**src/rtl/game_pkg.sv**
```systemverilog
// Shared encodings for the N x N tic-tac-toe engine: result codes, cell codes,
// scan directions with their row/col steps, and the engine FSM states.
package game_pkg;

    localparam logic [1:0] RES_PLAY = 2'b00;
    localparam logic [1:0] RES_XWIN = 2'b01;
    localparam logic [1:0] RES_OWIN = 2'b10;
    localparam logic [1:0] RES_DRAW = 2'b11;

    localparam logic [1:0] CELL_EMPTY = 2'b00;
    localparam logic [1:0] CELL_X     = 2'b01;
    localparam logic [1:0] CELL_O     = 2'b10;

    typedef enum logic [1:0] {
        DIR_H,
        DIR_V,
        DIR_D,
        DIR_A
    } dir_t;

    typedef enum logic [2:0] {
        ST_WAIT,
        ST_PLACE,
        ST_CHECK,
        ST_VERDICT,
        ST_DONE
    } state_t;

    function automatic int dir_dr(input dir_t d);
        case (d)
            DIR_H:   return 0;
            default: return 1;
        endcase
    endfunction

    // Anti-diagonal walks down and to the left.
    function automatic int dir_dc(input dir_t d);
        case (d)
            DIR_H:   return 1;
            DIR_V:   return 0;
            DIR_D:   return 1;
            default: return -1;
        endcase
    endfunction

endpackage

```
**src/rtl/nxn_line_scan.sv**
```systemverilog
// Maps (placed cell, direction, signed offset) to a board cell; purely combinational.
// Works in row/col space so a step past a row edge is off-board, never the next row.
module nxn_line_scan
    import game_pkg::*;
#(
    parameter int N  = 3,
    parameter int CW = $clog2(N*N+1)
) (
    input  logic [CW-1:0]     pos,
    input  dir_t              dir,
    input  logic signed [4:0] offset,
    output logic              on_board,
    output logic [CW-1:0]     idx
);

    int row;
    int col;
    int r;
    int c;

    always_comb begin
        row      = int'(pos) / N;
        col      = int'(pos) % N;
        r        = row + dir_dr(dir) * int'(offset);
        c        = col + dir_dc(dir) * int'(offset);
        on_board = (r >= 0) && (r < N) && (c >= 0) && (c < N);
        idx      = on_board ? CW'(r * N + c) : '0;
    end

endmodule

```
**src/rtl/game_state_nxn.sv**
```systemverilog
// N x N, K-in-a-row game engine: handshake-to-verdict latency is 4*(2K-1)+2 cycles.
// key_ready drops outside WAIT and while is_main is high; illegal keys get a reject pulse.
module game_state_nxn
    import game_pkg::*;
#(
    parameter int  N       = 3,
    parameter int  K       = 3,
    parameter bit  FIRST_O = 1'b0,
    localparam int CW      = $clog2(N*N+1)
) (
    input  logic            clk,
    input  logic            rst,
    input  logic            is_main,
    input  logic            new_game,
    input  logic            key_valid,
    input  logic [CW-1:0]   key_data,
    output logic            key_ready,
    output logic            reject,
    output logic [2*N*N-1:0] board,
    output logic            turn_o,
    output logic [1:0]      result,
    output logic [CW-1:0]   move_count,
    output logic            busy
);

    localparam int                NC      = N * N;
    localparam logic [CW-1:0]     NC_CNT  = CW'(NC);
    localparam logic [3:0]        K_RUN   = 4'(K);
    localparam logic signed [4:0] OFF_MIN = 5'(1 - K);
    localparam logic signed [4:0] OFF_MAX = 5'(K - 1);

    state_t            state;
    state_t            state_nxt;
    logic [2*NC-1:0]   board_q;
    logic [CW-1:0]     pos;
    dir_t              dir;
    logic signed [4:0] off;
    logic [3:0]        run;
    logic [3:0]        run_nxt;
    logic              win;
    logic              handshake;
    logic              key_bad;
    logic              scan_on;
    logic [CW-1:0]     scan_idx;
    logic              hit;
    logic [1:0]        mover;

    // Cell j (0-based) sits in the board word with cell 0 at the MSB end.
    function automatic logic [1:0] cell_at(input logic [2*NC-1:0] b, input int j);
        return b[2*(NC-1-j) +: 2];
    endfunction

    nxn_line_scan #(.N(N), .CW(CW)) u_scan (
        .pos      (pos),
        .dir      (dir),
        .offset   (off),
        .on_board (scan_on),
        .idx      (scan_idx)
    );

    assign key_ready = (state == ST_WAIT) && !is_main;
    assign handshake = key_valid && key_ready;
    assign busy      = (state == ST_PLACE) || (state == ST_CHECK) || (state == ST_VERDICT);
    assign board     = board_q;
    assign mover     = turn_o ? CELL_O : CELL_X;

    always_comb begin
        key_bad = 1'b1;
        if (key_data != '0 && key_data <= NC_CNT)
            key_bad = (cell_at(board_q, int'(key_data) - 1) != CELL_EMPTY);
    end

    always_comb begin
        hit     = scan_on && (cell_at(board_q, int'(scan_idx)) == mover);
        run_nxt = hit ? run + 4'd1 : 4'd0;
    end

    always_comb begin
        state_nxt = state;
        case (state)
            ST_WAIT:    if (handshake && !key_bad) state_nxt = ST_PLACE;
            ST_PLACE:   state_nxt = ST_CHECK;
            ST_CHECK:   if (off == OFF_MAX && dir == DIR_A) state_nxt = ST_VERDICT;
            ST_VERDICT: state_nxt = (win || move_count == NC_CNT) ? ST_DONE : ST_WAIT;
            ST_DONE:    state_nxt = ST_DONE;
            default:    state_nxt = ST_WAIT;
        endcase
        if (new_game)
            state_nxt = ST_WAIT;
    end

    always_ff @(posedge clk) begin
        if (rst)
            state <= ST_WAIT;
        else
            state <= state_nxt;
    end

    always_ff @(posedge clk) begin
        if (rst || new_game) begin
            board_q    <= '0;
            result     <= RES_PLAY;
            move_count <= '0;
            turn_o     <= FIRST_O;
            reject     <= 1'b0;
            pos        <= '0;
            dir        <= DIR_H;
            off        <= OFF_MIN;
            run        <= 4'd0;
            win        <= 1'b0;
        end else begin
            reject <= 1'b0;
            case (state)
                ST_WAIT: begin
                    if (handshake) begin
                        if (key_bad)
                            reject <= 1'b1;
                        else
                            pos <= key_data - CW'(1);
                    end
                end
                ST_PLACE: begin
                    board_q[2*(NC-1-int'(pos)) +: 2] <= mover;
                    move_count <= move_count + CW'(1);
                    dir <= DIR_H;
                    off <= OFF_MIN;
                    run <= 4'd0;
                    win <= 1'b0;
                end
                ST_CHECK: begin
                    if (run_nxt >= K_RUN)
                        win <= 1'b1;
                    // A run never carries across a direction change.
                    if (off == OFF_MAX) begin
                        off <= OFF_MIN;
                        dir <= dir_t'(dir + 2'd1);
                        run <= 4'd0;
                    end else begin
                        off <= off + 5'sd1;
                        run <= run_nxt;
                    end
                end
                ST_VERDICT: begin
                    if (win)
                        result <= turn_o ? RES_OWIN : RES_XWIN;
                    else if (move_count == NC_CNT)
                        result <= RES_DRAW;
                    else
                        turn_o <= !turn_o;
                end
                default: ;
            endcase
        end
    end

endmodule

```
**config.mk**
```make
export PLATFORM = sky130hd
export DESIGN_NAME = game_state_nxn
export DESIGN_NICKNAME = d
export VERILOG_FILES = /design/src/rtl/game_pkg.sv /design/src/rtl/nxn_line_scan.sv /design/src/rtl/game_state_nxn.sv
export SDC_FILE = /design/constraint.sdc
export NUM_CORES = 1
export LEC_CHECK = 0
export BUFFER_PORTS_ARGS = -buffer_cell sky130_fd_sc_hd__buf_2
export CAP_MARGIN = 10
export CELL_PAD_IN_SITES_DETAIL_PLACEMENT = 1
export CELL_PAD_IN_SITES_GLOBAL_PLACEMENT = 2
export CORE_AREA = 5 5 151 138
export CTS_BUF_LIST = sky130_fd_sc_hd__clkbuf_2
export DETAILED_ROUTE_END_ITERATION = 7
export DIE_AREA = 0 0 156 143
export MAX_ROUTING_LAYER = met4
export PLACE_DENSITY = 0.87
export SETUP_SLACK_MARGIN = 0.15
export SYNTH_ARGS = -nofsm -noshare
export SYNTH_HDL_FRONTEND = slang
export SYNTH_SLANG_ARGS = --single-unit
```
**constraint.sdc**
```tcl
create_clock -name clk -period 16.5 [get_ports clk]
set_input_delay 0.825 -clock clk [delete_from_list [all_inputs] [get_ports clk]]
set_output_delay 0.825 -clock clk [all_outputs]
set_load 0.01 [all_outputs]
```
==> results of run 1 <==
==> worst reg2reg max path, delay by kind of cell, from the launching register on <==
kind,cells,cell delay (ps)
AO/OA/AOI/OAI,12,3180
adder cells (fa/ha/maj),8,2950
AND/OR/NAND/NOR,13,2510
flip-flops,1,800
multiplexers,2,500
buffers and inverters,3,500
XOR/XNOR,1,190
==> flip-flops by register name (all words and copies together) (netlist names) <==
signal,count
board,18
run,4
dir,2
result,2
pos,4
turn_o,1
state,3
off,5
move_count,4
win,1
reject,1
==> final timing paths <==
path,start,endpoint,slack (ps),cells past startpoint
worst max-delay path,pos[2],run[1],5830,39
worst max register to register,pos[2],run[1],5830,39
worst min register to register,run[1],run[1],530,2
worst min-delay path,run[1],run[1],530,2
==> stage by stage <==
step | instance area [um^2] | std cells | worst slack (ps) | utilization | hold WS, ps
after global routing | 8670 | 1246 | 4910 | 0.455 | 550
after CTS | 8670 | 1246 | 5860 | 0.455 | 526
final | 8670 | 1246 | 5830 | 0.455 | 529
after global placement | 8630 | 1238 | 6350 | 0.453 | 484
after floorplan | 8220 | 975 | 7470 | - | 458
after detailed placement | 8630 | 1238 | 5890 | 0.453 | 499
==> placed cells by master (no fill, tap or decap), types with 9 or more instances in the layout <==
master and n:
buf_2 36, nor2b_1 14, nand2_1 89, mux2i_1 27, ha_1 105, nor2_1 105
o21ai_0 34, nand4_1 9, dfxtp_1 45, a211oi_1 14, and2_1 9, a21oi_1 44
nand3_1 28, inv_1 103, a31oi_1 10, xnor2_1 24, nor3_1 17, or3_1 11
nand2b_1 19, fa_1 91
==> layout make-up <==
| cell class | count | area, um^2 |
|---|---|---|
| Timing Repair Buffer | 41 | 218 |
| Multi-Input combinational cell | 797 | 6800 |
| Sequential cell | 45 | 901 |
| Fill cell | 2340 | 10400 |
| Tap cell | 250 | 313 |
| Inverter | 105 | 394 |
| Clock buffer | 8 | 40.0 |
==> kinds of logic after synthesis <==
kind of cell	count (synthesis)	synth area share
simple gates	355	0.217
fa+ha+maj	196	0.382
compound gates	184	0.155
buf+inv	133	0.0627
flops	45	0.110
xor+xnor	34	0.0405
mux	28	0.0343
==> per-layer routing <==
layer	global-route usage	wire length, um	vias up
li1	-	-	3423
met1	0.345	12500	3516
met2	0.351	10700	89
met3	0.0200	607	15
met4	0.0203	155	0
met5	-	0	-
==> power by group through the flow <==
stage               logic [mW]  clock network (mW)  registers, mW
CTS                      0.139              0.0515          0.111
detailed placement       0.139                   0          0.113
finish                   0.141              0.0497          0.111
floorplan                0.104                   0          0.112
global route             0.157              0.0564          0.111
global placement         0.137                   0          0.113
==> out/qor.yml, run 1 <==
pwr:
  ir_drop_uv: 25.0
  leakagePower_nw: 3.98
  p_int_uw: 177
  power_density_mw_per_mm2: 34.8
  switchingPower_uw: 124
  total_power_uw: 301
  clkPwrFrac: 0.165
  swShare: 0.413
  seq_power_share: 0.368
  power_frac_comb: 0.467
worst_setup_path:
  startpoint_type: "flop"
  arrival_ps: 11060
  cp.required_ps: 16890
  critPathMaxStageDelay_ps: 800
  worst-path-buf-inv: 3
  crit_type: "reg2reg"
  cpLargestDelayFamily: "compound AO/OA/AOI/OAI gates"
  crit_fanout: 17
  endpoint_kind: "flop"
  crit_top_cell: "nand2_1"
  slowest_stage: "dfxtp_1"
global_route:
  grt_pass1_vias: 7426
  grt_remaining_overflow: 0
  grtUsageTotal: 0.230
  antenna_found_initial: 0
  grt_max_degree: 39
  grt_pass1_wl_um: 40000
yosys:
  ys_ff_latch: 45
  yosysSeqAreaShare: 0.110
  yosys_warnings: 0
  synth-async-reset-ratio: 0
  synth.distinct_cells: 79
  synth_cells: 975
  synthesis.area_mm2: 0.00822
  synth_common_cells: "ha_1, nor2_1, inv_1, fa_1, nand2_1"
  yosys.area.top_type: "fa_1"
  synth_fp_nets: 1180
  synth_area_leaders: "fa_1, ha_1, dfxtp_1"
  yosys.area.top_type_share: 0.222
  synth-edff-count: 0
  synth_top_flop_cell: "dfxtp_1"
  syn_avg_cell_area_um2: 8.43
route:
  num_vias: 7043
  drt_iter0_markers: 471
  postRouteAntennaNets: 0
  drt_wl_total_um: 24000
  drc: 0
  wl_per_cell_um: 19.2
  viasPerCell: 5.65
  dr.pass1.iters: 5
cts:
  cts.sink_count: 45
  insertion_delay_ps: 450
  numCtsBuffers: 5
  clk_pin_slew_worst_paths_ps: 230
  post_cts_resized: 0
  clockBufferDepth: 2
  postCtsHoldBufs: 0
  cts_tree: "done"
  cts_root_buf: "clkbuf_2"
  post_cts.repair.setup_buffers: 0
  htree_levels: 2
sta:
  finalHoldViolCount: 0
  worst_pin_slew_ps: 1000
  skew_ps: 18.0
  rsz0062_at_grt: "false"
  setup_viol: 0
  fin_tns_setup_ps: 0
  slew_headroom: 0.332
  maxSlewViolCount: 0
  fmax_ghz: 0.0937
  period_minus_slack_ps: 10670
  fin_crit_sh: 0.647
die:
  rows: 48
  io_pins: 37
  dieHeight_um: 143
  start_util: 0.432
  coreArea_mm2: 0.0190
  die_width_um: 156
  die_area_mm2: 0.0223
placement:
  place_hpwl_um: 20400
  gp_congestion: 0.858
  io_buffer_count: 36
layout:
  drive_above_1_share: 0.0773
  final_nets: 1200
  area_growth_pct: 5.47
  diodes: 0
flow_run:
  cap_violations: 0
worst_hold_path:
  hp-class: "reg2reg"
outcome:
  status: "finished clean"
Note: power is estimated with default switching activity, not from simulation.
==> run 2, diff against run 1 <==
--- a/config.mk
+++ b/config.mk
@@ -5,16 +5,17 @@
 export SDC_FILE = /design/constraint.sdc
 export NUM_CORES = 1
 export LEC_CHECK = 0
+export ABC_AREA = 1
 export BUFFER_PORTS_ARGS = -buffer_cell sky130_fd_sc_hd__buf_2
 export CAP_MARGIN = 10
 export CELL_PAD_IN_SITES_DETAIL_PLACEMENT = 1
 export CELL_PAD_IN_SITES_GLOBAL_PLACEMENT = 2
-export CORE_AREA = 5 5 151 138
+export CORE_AREA = 5 5 167 153
 export CTS_BUF_LIST = sky130_fd_sc_hd__clkbuf_2
 export DETAILED_ROUTE_END_ITERATION = 7
-export DIE_AREA = 0 0 156 143
+export DIE_AREA = 0 0 172 158
 export MAX_ROUTING_LAYER = met4
-export PLACE_DENSITY = 0.87
+export PLACE_DENSITY = 0.81
 export SETUP_SLACK_MARGIN = 0.15
 export SYNTH_ARGS = -nofsm -noshare
 export SYNTH_HDL_FRONTEND = slang
==> constraint.sdc (replaced) <==
create_clock -name clk -period 10.12 [get_ports clk]
set_input_delay 0.506 -clock clk [delete_from_list [all_inputs] [get_ports clk]]
set_output_delay 0.506 -clock clk [all_outputs]
set_load 0.01 [all_outputs]
==> out/qor.yml, run 2 <==
placement:
  place_hpwl_um: 22200  # was 20400 um
  gp_congestion: 0.880  # was 0.858
  place_ws_ps: 476  # was 5890 ps
  io_buffer_count: 36  # unchanged
sta:
  rsz0062_at_grt: "false"  # unchanged
  setup_slack_ps: 1020  # was 5830 ps
  hold_ws_ps: 266  # was 529 ps
  fmax_ghz: 0.110  # was 0.0937 GHz
  setup_viol: 0  # unchanged
  slew_headroom: 0.421  # was 0.332
  skew_ps: 34.4  # was 18.0 ps
  period_minus_slack_ps: 9100  # was 10670 ps
  worst_pin_slew_ps: 862  # was 1000 ps
  finalHoldViolCount: 0  # unchanged
  fin_crit_sh: 0.899  # was 0.647
  fin_tns_setup_ps: 0  # unchanged
  maxSlewViolCount: 0  # unchanged
worst_setup_path:
  arrival_ps: 9520  # was 11060 ps
  reg2reg_depth: 52  # was 39
  cp.required_ps: 10540  # was 16890 ps
  endpoint: "win"  # was run[1]
  crit_type: "reg2reg"  # unchanged
  rrSetupSlack_ps: 1020  # was 5830 ps
  rr_startpoint: "pos[3]"  # was pos[2]
  startpoint_type: "flop"  # unchanged
  crit_fanout: 7  # was 17
  r2r_end: "win"  # was run[1]
  endpoint_kind: "flop"  # unchanged
  crit_start: "pos[3]"  # was pos[2]
  slowest_stage: "fa_1"  # was dfxtp_1
  critPathMaxStageDelay_ps: 580  # was 800 ps
layout:
  largest_register_ffs: 18  # unchanged
  area_growth_pct: 7.52  # was 5.47%
  multi_input_area_mm2: 0.00696  # was 0.00680 mm^2
  final_nets: 1471  # was 1200
  seq_area_um2: 910  # was 901 um^2
  final_common_cell: "nand2_1"
  drive_above_1_share: 0.0964  # was 0.0773
  fillers: 3065  # was 2340
  final_cell_mix: "nand2_1, inv_1, nor2_1"  # was nor2_1, ha_1, inv_1
yosys:
  synth_top_flop_cell: "dfxtp_1"  # unchanged
  yosys_warnings: 0  # unchanged
  synth_common_cells: "nand2_1, inv_1, nor2_1, ha_1, fa_1"  # was ha_1, nor2_1, inv_1, fa_1, nand2_1
  yosys.area.top_type_share: 0.207  # was 0.222
  synthesis.area_mm2: 0.00879  # was 0.00822 mm^2
  yosysSeqAreaShare: 0.103  # was 0.110
  syn_avg_cell_area_um2: 7.16  # was 8.43 um^2
  ys_ff_latch: 45  # unchanged
  yosysMostFrequentCell: "nand2_1"
  synth_cells: 1227  # was 975
  synth_fp_nets: 1433  # was 1180
  yosys.area.top_type: "fa_1"  # unchanged
  synth.distinct_cells: 61  # was 79
  synth-edff-count: 0  # unchanged
  synth_area_leaders: "fa_1, ha_1, dfxtp_1"  # unchanged
  synth-async-reset-ratio: 0  # unchanged
global_route:
  grt_remaining_overflow: 0  # unchanged
  grtUsageTotal: 0.197  # was 0.230
  antenna_found_initial: 1  # was 0
  grt_pass1_vias: 8086  # was 7426
  grt_max_degree: 27  # was 39
  grt_pass1_wl_um: 42400  # was 40000 um
die:
  die_area_mm2: 0.0272  # was 0.0223 mm^2
  rows: 54  # was 48
  dieHeight_um: 158  # was 143 um
  start_util: 0.369  # was 0.432
  die_width_um: 172  # was 156 um
  coreArea_mm2: 0.0238  # was 0.0190 mm^2
  io_pins: 37  # unchanged
route:
  drc: 0  # unchanged
  drt_iter0_markers: 335  # was 471
  drt_wl_total_um: 25600  # was 24000 um
  viasPerCell: 5.14  # was 5.65
  wl_per_cell_um: 16.3  # was 19.2 um
  dr.pass1.iters: 4  # was 5
  num_vias: 8099  # was 7043
  postRouteAntennaNets: 0  # unchanged
cts:
  cts_tree: "done"  # unchanged
  cts.sink_count: 45  # unchanged
  htree_levels: 2  # unchanged
  clockBufferDepth: 2  # unchanged
  numCtsBuffers: 5  # unchanged
  cts_root_buf: "clkbuf_2"  # unchanged
  clk_pin_slew_worst_paths_ps: 270  # was 230 ps
  insertion_delay_ps: 450  # about the same
  post_cts.repair.setup_buffers: 0  # unchanged
worst_hold_path:
  hp-class: "in2reg"  # was reg2reg
outcome:
  status: "finished clean"  # unchanged
pwr:
  leakagePower_nw: 4.93  # was 3.98 nW
  total_power_mw: 1.00  # was 301 uW
  ir_drop_uv: 48.3  # was 25.0 uV
  power_density_mw_per_mm2: 106  # was 34.8 mW/mm^2
flow_run:
  cap_violations: 0  # unchanged
run 2: area by class of cell:
class | instances | area share
multi-input combinational | 934 | 0.737
clock inverter | 3 | 0.00437
inverter | 235 | 0.0934
timing repair buffer | 44 | 0.0254
sequential | 45 | 0.0963
antenna | 1 | 0.000265
clock buffer | 5 | 0.00265
tap | 308 | 0.0408
run 2: cell families (layout without fill, tap and decap cells):
| kind of cell | after synthesis | count (layout) | share of synthesized area |
|---|---|---|---|
| adder cells (fa/ha/maj) | 197 | 197 | 0.358 |
| other | 0 | 1 | 0 |
| AND/OR/NAND/NOR | 550 | 550 | 0.299 |
| flip-flops | 45 | 45 | 0.103 |
| XOR/XNOR | 29 | 29 | 0.0289 |
| AO/OA/AOI/OAI | 158 | 158 | 0.103 |
| buffers and inverters | 248 | 287 | 0.108 |
run 2: how the worst min path moves through the flow:
stage / from / endpoint / cells past startpoint
after global routing: key_valid / reject / 3
after CTS: key_valid / reject / 3
final: key_valid / reject / 3
after global placement: run[3] / run[3] / 2
after floorplan: win / result[0] / 1
after detailed placement: run[3] / run[3] / 2
run 2: worst max-delay path, delay by kind of cell (launching register included):
family	cells	cell delay, ps
buffers and inverters	7	530
DFF	1	450
AOI/OAI and AO/OA	8	990
adders and majority gates	8	3040
and+or+nand+nor	29	4040
run 2: power by group:
group | switching (mW) | internal (mW) | leakage [nW]
logic | 0.487 | 0.227 | 4.53
clock network | 0.0677 | 0.0407 | 0.0366
registers | 0.00149 | 0.178 | 0.365
run 2: per-layer routing:
metal  vias up  wire length [um]  global-route usage  part of all wire
li1       4058                 -                   -                 -
met1      3961             13700               0.301              0.53
met2        74             11500               0.299              0.45
met3         6               410              0.0147             0.016
met4         0                48             0.00898            0.0019
met5         -                 0                   -                 0
run 2: through the flow:
step,instances,cell area [um^2],util
4_1_cts,1574,9410,0.396
3_3_place_gp,1566,9350,0.393
3_5_place_dp,1566,9350,0.393
6_report,1575,9450,0.397
2_1_floorplan,1227,8790,-
5_1_grt,1575,9450,0.397
run 2: repair_timing:
item | CTS | global route
setup endpoints to repair | 0 | 5
hold buffers | 0 | 0
resized for setup | 0 | 10
